<file path="src/rtl/seq_normalizer_pkg.sv">
// Shared definitions for the sequential normalizer: default widths and FSM state encoding.
package seq_normalizer_pkg;

    localparam int WIDTH_DEF = 8;
    localparam int CNT_W_DEF = $clog2(WIDTH_DEF);

    localparam logic [1:0] STATE_IDLE_ENC  = 2'b00;
    localparam logic [1:0] STATE_SHIFT_ENC = 2'b01;
    localparam logic [1:0] STATE_DONE_ENC  = 2'b10;

    typedef enum logic [1:0] {
        IDLE  = STATE_IDLE_ENC,
        SHIFT = STATE_SHIFT_ENC,
        DONE  = STATE_DONE_ENC
    } state_t;

endpackage : seq_normalizer_pkg

</file>
<file path="src/rtl/seq_normalizer.sv">
// Multi-cycle normalizer: shifts a word one bit per cycle until its leading bit is set.
// Optional macro SEQ_NORMALIZER_DIR_EN adds in_dir to select right (trailing-zero) normalization.
module seq_normalizer
    import seq_normalizer_pkg::*;
#(
    parameter int WIDTH = WIDTH_DEF,
    parameter int CNT_W = $clog2(WIDTH)
) (
    input  logic             clk,
    input  logic             rst,
    input  logic             in_valid,
    output logic             in_ready,
    input  logic [WIDTH-1:0] in_data,
`ifdef SEQ_NORMALIZER_DIR_EN
    input  logic             in_dir,
`endif
    output logic             out_valid,
    input  logic             out_ready,
    output logic [WIDTH-1:0] out_data,
    output logic [CNT_W-1:0] out_shift,
    output logic             out_zero
);

    state_t           state_reg, state_next;
    logic [WIDTH-1:0] work_reg, work_next;
    logic [CNT_W-1:0] cnt_reg, cnt_next;
    logic             zero_reg, zero_next;

    logic [WIDTH-1:0] shift_step;
    logic             lead_bit;

`ifdef SEQ_NORMALIZER_DIR_EN
    logic dir_reg, dir_next;

    // Right normalization stops on bit 0, left normalization on the MSB.
    assign shift_step = dir_reg ? (work_reg >> 1) : (work_reg << 1);
    assign lead_bit   = dir_reg ? work_reg[0] : work_reg[WIDTH-1];
`else
    assign shift_step = work_reg << 1;
    assign lead_bit   = work_reg[WIDTH-1];
`endif

    always_ff @(posedge clk or posedge rst) begin
        if (rst) begin
            state_reg <= IDLE;
            work_reg  <= '0;
            cnt_reg   <= '0;
            zero_reg  <= 1'b0;
`ifdef SEQ_NORMALIZER_DIR_EN
            dir_reg   <= 1'b0;
`endif
        end else begin
            state_reg <= state_next;
            work_reg  <= work_next;
            cnt_reg   <= cnt_next;
            zero_reg  <= zero_next;
`ifdef SEQ_NORMALIZER_DIR_EN
            dir_reg   <= dir_next;
`endif
        end
    end

    always_comb begin
        state_next = state_reg;
        work_next  = work_reg;
        cnt_next   = cnt_reg;
        zero_next  = zero_reg;
`ifdef SEQ_NORMALIZER_DIR_EN
        dir_next   = dir_reg;
`endif
        unique case (state_reg)
            IDLE: begin
                if (in_valid) begin
                    work_next  = in_data;
                    cnt_next   = '0;
                    zero_next  = 1'b0;
`ifdef SEQ_NORMALIZER_DIR_EN
                    dir_next   = in_dir;
`endif
                    state_next = SHIFT;
                end
            end
            SHIFT: begin
                if (work_reg == '0) begin
                    // An all-zero word would never terminate; flag it and report no shift.
                    zero_next  = 1'b1;
                    cnt_next   = '0;
                    state_next = DONE;
                end else if (lead_bit) begin
                    state_next = DONE;
                end else begin
                    work_next = shift_step;
                    cnt_next  = cnt_reg + 1'b1;
                end
            end
            DONE: begin
                if (out_ready) begin
                    state_next = IDLE;
                end
            end
            default: begin
                state_next = IDLE;
            end
        endcase
    end

    assign in_ready  = (state_reg == IDLE);
    assign out_valid = (state_reg == DONE);
    assign out_data  = work_reg;
    assign out_shift = cnt_reg;
    assign out_zero  = zero_reg;

endmodule : seq_normalizer

</file>
<file path="config.mk">
export PLATFORM = sky130hd
export DESIGN_NAME = seq_normalizer
export DESIGN_NICKNAME = d
export VERILOG_FILES = /design/src/rtl/seq_normalizer_pkg.sv /design/src/rtl/seq_normalizer.sv
export SDC_FILE = /design/constraint.sdc
export NUM_CORES = 1
export LEC_CHECK = 0
export CAP_MARGIN = 5
export CORE_MARGIN = 3
export CORE_UTILIZATION = 40
export CTS_CLUSTER_SIZE = 20
export DETAILED_ROUTE_END_ITERATION = 7
export DONT_BUFFER_PORTS = 1
export PLACE_DENSITY = 0.52
export SETUP_SLACK_MARGIN = 0.02
export SLEW_MARGIN = 20
export SYNTH_ARGS = -nofsm -noshare
export SYNTH_HDL_FRONTEND = slang
export SYNTH_SLANG_ARGS = --single-unit
</file>
<file path="constraint.sdc">
create_clock -name clk -period 1.5 [get_ports clk]
set_input_delay 0.3 -clock clk [delete_from_list [all_inputs] [get_ports clk]]
set_output_delay 0.3 -clock clk [all_outputs]
set_load 0.005 [all_outputs]
</file>
==> results.json, run 1 <==
{
  "vias": 549,
  "setup.worst_path.end_class": "flop",
  "cts_root_buffer": "clkbuf_4",
  "io_pins": 26,
  "p_leak_uw": 0.000390,
  "grt_first_pass_wirelength_um": 2840,
  "setup-violations-final": 0,
  "drv_cap": 0,
  "syn2layout_area_growth_pct": 23.6,
  "vias_per_cell": 5.33,
  "drtPass1Iterations": 4,
  "synth_top_area_frac": 0.485,
  "grt_use_total": 0.156,
  "holdCritStartpoint": "out_ready",
  "synth-edff-count": 0,
  "htree_levels": 1,
  "cp.required_ns": 1.67,
  "dp_hpwl_um": 1240,
  "path_clk_slew_ns": 0.08,
  "ys_warn_count": 0,
  "portBuffers": 0,
  "cts_tree": "built",
  "synthTopCellsByArea": "dfrtp_1 49%, o221a_2 9.4%, or3_1 5.2%, a22o_1 3.6%, nand2b_1 3.5%",
  "overflow": 0,
  "critPathArrivalTime_ns": 1.64,
  "totalWireLength_um": 1700,
  "status": "complete, no violations",
  "wire_per_inst_um": 16.5,
  "rows": 14,
  "start_util": 0.453,
  "max_slew_margin": 0.631,
  "cts_buffer_depth": 2,
  "insertion_delay_ns": 0.27,
  "antenna_found_initial": 0,
  "drv_slew": 0,
  "yosys.area.top_type": "dfrtp_1",
  "cp-startpoint": "out_data[6]",
  "ys_ff_latch": 14,
  "nets": 94,
  "syn-cell-area_um2": 722,
  "min_path_type": "in2reg",
  "gp_congestion": 0.716,
  "grt_max_degree": 15,
  "placed_cell_area_um2": 847,
  "rsz0062_at_grt": "yes",
  "die_area_um2": 2350,
  "antenna_cells": 0,
  "ir_drop_mv": 0.914,
  "final_area_um2": 892,
  "fmax_ghz": 0.677,
  "period_share": 0.985,
  "yosys_most_used_dff": "dfrtp_1",
  "drive_gt1_frac": 0.392,
  "die_width_um": 48.5,
  "period_needed_ns": 1.48,
  "syn_area_per_cell_um2": 11.3,
  "die_h_um": 48.5,
  "path_class": "reg2reg",
  "nFillCells": 143,
  "coreArea_um2": 1590,
  "post-route-util": 0.560,
  "synth.distinct_cells": 28,
  "synthesis.nets": 77,
  "reg2reg_slack_ns": 0.02,
  "ys_seq_area_frac": 0.485,
  "grt_pass1_vias": 563,
  "drt_iter0_drc": 13,
  "start_kind": "flop",
  "numCtsBuffers": 3,
  "clock-sinks": 14,
  "worstMarginPinSlew_ns": 0.553,
  "synth_cells": 64,
  "r2r-start": "out_data[6]",
  "drc": 0,
  "crit_fanout": 7,
  "fin_skew_ns": 0.00399,
  "finalHoldViolCount": 0,
  "postRouteAntennaNets": 0,
  "power_density_nw_per_um2": 1970,
  "largest_reg_flops": 8,
  "layout_common_cells": "14 x dfrtp_1, 14 x buf_4, 6 x or3_1, 6 x o221a_2",
  "async_reset_ff_frac": 1.00
}
==> stage by stage <==
step / hold slack (ns) / instances / TNS, ns / power [uW] / setup slack [ns]
global placement: 0.269 / 100 / 0 / 1530 / 0.0352
global route: 0.107 / 103 / -0.210 / 1910 / -0.0550
detailed placement: 0.274 / 100 / 0 / 1530 / 0.0252
finish: 0.118 / 103 / 0 / 1750 / 0.0224
floorplan: 0.189 / 64 / 0 / 1180 / 0.105
CTS: 0.128 / 105 / 0 / 1780 / 0.00172
==> worst max-delay path: stages (launching register included) <==
cell,delay [ns]
dfrtp_1,0.41
nor4_4,0.36
a211oi_4,0.14
or3_1,0.33
o221a_2,0.13
==> worst paths after layout <==
kind,cells past startpoint,to
min,1,state_reg[1]
min reg2reg,1,out_shift[0]
max,4,out_data[1]
max reg2reg,4,out_data[1]
max in group asynchronous,2,out_data[6]
min in group asynchronous,2,out_data[2]
==> area by class of cell <==
class / count / area [um2] / share of cell area
clock buffer: 3 / 22.5 / 0.0252
inverter: 3 / 11.3 / 0.0126
multi-input combinational: 44 / 363 / 0.407
sequential: 14 / 350 / 0.393
tap: 24 / 30.0 / 0.0337
timing repair buffer: 15 / 115 / 0.129
==> cells in the mapped netlist, types with 2 or more instances <==
| master | number |
|---|---|
| dfrtp_1 | 14 |
| a22o_1 | 3 |
| buf_2 | 2 |
| inv_1 | 3 |
| o21ai_0 | 2 |
| o221a_2 | 6 |
| nand2b_1 | 4 |
| or3_1 | 6 |
| a21oi_1 | 2 |
| nor2_1 | 3 |
| nand2_1 | 2 |
==> logic make-up (layout without fill, tap and decap cells) <==
| group | after synthesis | after routing | share of synthesized area |
|---|---|---|---|
| fa+ha+maj | 1 | 1 | 0.0173 |
| flops | 14 | 14 | 0.485 |
| buf+inv | 6 | 21 | 0.0399 |
| simple gates | 24 | 24 | 0.231 |
| compound gates | 18 | 18 | 0.215 |
| xor+xnor | 1 | 1 | 0.0121 |
==> power breakdown <==
group	internal [uW]	leakage (uW)	switching, uW	total (uW)
logic	470	0.000207	380	850
registers	530	0.000170	165	695
clock network	92.8	0.0000138	115	208
==> per-layer routing <==
layer  share of wire  track usage  wire, um  vias up
li1                -            -         -      270
met3           0.071       0.0583       120        0
met5               0            0         0        -
met1            0.45        0.207       766      265
met4               0       0.0427         0        0
met2            0.48        0.239       811       14
==> repair_timing <==
| action | in CTS | in global routing |
|---|---|---|
| setup buffers | 1 | 0 |
| gates resized for setup | 3 | 3 |
| pin swaps | 0 | 2 |
| endpoints found under the setup margin | 3 | 9 |
| hold buffers | 1 | 0 |
| hold endpoints to repair | 14 | 0 |
Note: power is estimated with default switching activity, not from simulation.
==> run 2, diff against run 1 <==
clock period = 1.87 ns   (was 1.5 ns; I/O delays follow)
==> results.json, run 2 (same netlist as run 1, synthesis figures left out) <==
{
  "max_slew_margin": 0.650,
  "wire_per_inst_um": 17.3,
  "power_density_nw_per_um2": 1570,
  "nFillCells": 153,
  "totalWireLength_um": 1520,
  "cp.required_ns": 2.08,
  "vias": 501,
  "cts_root_buffer": "clkbuf_4",
  "comb_power_share": 0.331,
  "numCtsBuffers": 3,
  "path_clk_slew_ns": 0.08,
  "drt_iter0_drc": 5,
  "drive_gt1_frac": 0.234,
  "drv_slew": 0,
  "status": "complete, no violations",
  "clock_power_share": 0.135,
  "fmax_ghz": 0.630,
  "switching_share": 0.395,
  "gp_congestion": 0.713,
  "p_seq_frac": 0.534,
  "crit_fanout": 8,
  "finalHoldViolCount": 0,
  "setup-violations-final": 0,
  "period_needed_ns": 1.59,
  "antenna_cells": 0,
  "grt_use_total": 0.144,
  "start_util": 0.453,
  "path_class": "reg2reg",
  "post-cts-setup-buffers": 0,
  "postCtsHoldBufs": 0,
  "switchingPower_uw": 468,
  "path_buf_inv": 0,
  "antenna_found_initial": 0,
  "insertion_delay_ns": 0.27,
  "drtPass1Iterations": 4,
  "overflow": 0,
  "dp_hpwl_um": 1130,
  "clock-sinks": 14,
  "rows": 14,
  "grt_first_pass_wirelength_um": 2660,
  "syn2layout_area_growth_pct": 4.85,
  "cts_tree": "built",
  "layout_commonest_cell": "dfrtp_1",
  "die_width_um": 48.5,
  "drc": 0,
  "grt_max_degree": 15,
  "multi_input_area_um2": 343,
  "seq_area_um2": 350,
  "coreArea_um2": 1590,
  "min_path_type": "in2async",
  "path_cells": "nor4_4 > and2_4 > nand2b_1 > o221a_2",
  "cp_slowest_cell": "dfrtp_1",
  "critPathArrivalTime_ns": 1.80,
  "drv_cap": 0,
  "slowest_delay_ns": 0.45,
  "largest_reg_flops": 8,
  "die_area_um2": 2350,
  "grt_pass1_vias": 509,
  "htree_levels": 1,
  "worstMarginPinSlew_ns": 0.524,
  "portBuffers": 0,
  "layout_common_cells": "14 x dfrtp_1, 6 x or3_1, 6 x o221a_2, 4 x nand2b_1",
  "fin_skew_ns": 0.00515,
  "cts_buffer_depth": 2,
  "p_leak_uw": 0.000315,
  "vias_per_cell": 5.69,
  "io_pins": 26,
  "p_int_uw": 718,
  "period_share": 0.849,
  "start_kind": "flop",
  "nets": 79,
  "cts_resized": 0,
  "tns_ns": 0,
  "postRouteAntennaNets": 0,
  "ir_drop_mv": 0.761,
  "crit_family": "simple AND/OR/NAND/NOR gates",
  "setup.worst_path.end_class": "flop",
  "post-route-util": 0.475,
  "rsz0062_at_grt": "no",
  "die_h_um": 48.5
}
## run 2: area by class of cell
class	instances	share of cell area
Clock buffer	3	0.0298
Inverter	3	0.0149
Multi-Input combinational cell	44	0.453
Sequential cell	14	0.463
Tap cell	24	0.0397
## run 2: worst paths after layout
| kind | start | endpoint | slack (ns) | cells past startpoint |
|---|---|---|---|---|
| worst max-delay path | out_data[4] | out_data[3] | 0.28 | 4 |
| worst min-delay path | rst | out_data[0] | 0.02 | 1 |
| worst max register to register | out_data[4] | out_data[3] | 0.28 | 4 |
| worst min register to register | out_shift[0] | out_shift[0] | 0.54 | 1 |
| max in group asynchronous | rst | out_data[6] | 1.50 | 1 |
| min in group clk | out_ready | state_reg[1] | 0.21 | 1 |
## run 2: power by group through the flow
| stage | Clock (uW) | Sequential, uW | Combinational [uW] |
|---|---|---|---|
| after detailed placement | 0 | 644 | 395 |
| after global placement | 0 | 642 | 396 |
| after global routing | 188 | 662 | 444 |
| after CTS | 172 | 638 | 397 |
| after floorplan | 0 | 569 | 377 |
| final | 161 | 633 | 393 |
## run 2: layer usage
layer  share of wire  up-vias  global-route usage
met3           0.096        0              0.0736
met5               0        -                   0
met4               0        0              0.0284
met2            0.47       22               0.218
li1                -      239                   -
met1            0.43      240               0.185
## run 2: metrics by stage
stage	cell area, um2	worst slack, ns	hold WS, ns	std cells	total power, uW
after floorplan	722	0.475	0.263	64	947
after global placement	734	0.320	0.339	85	1040
after detailed placement	734	0.302	0.337	85	1040
after CTS	757	0.275	0.0329	88	1210
after global routing	757	0.131	0.0458	88	1290
final	757	0.283	0.0180	88	1190
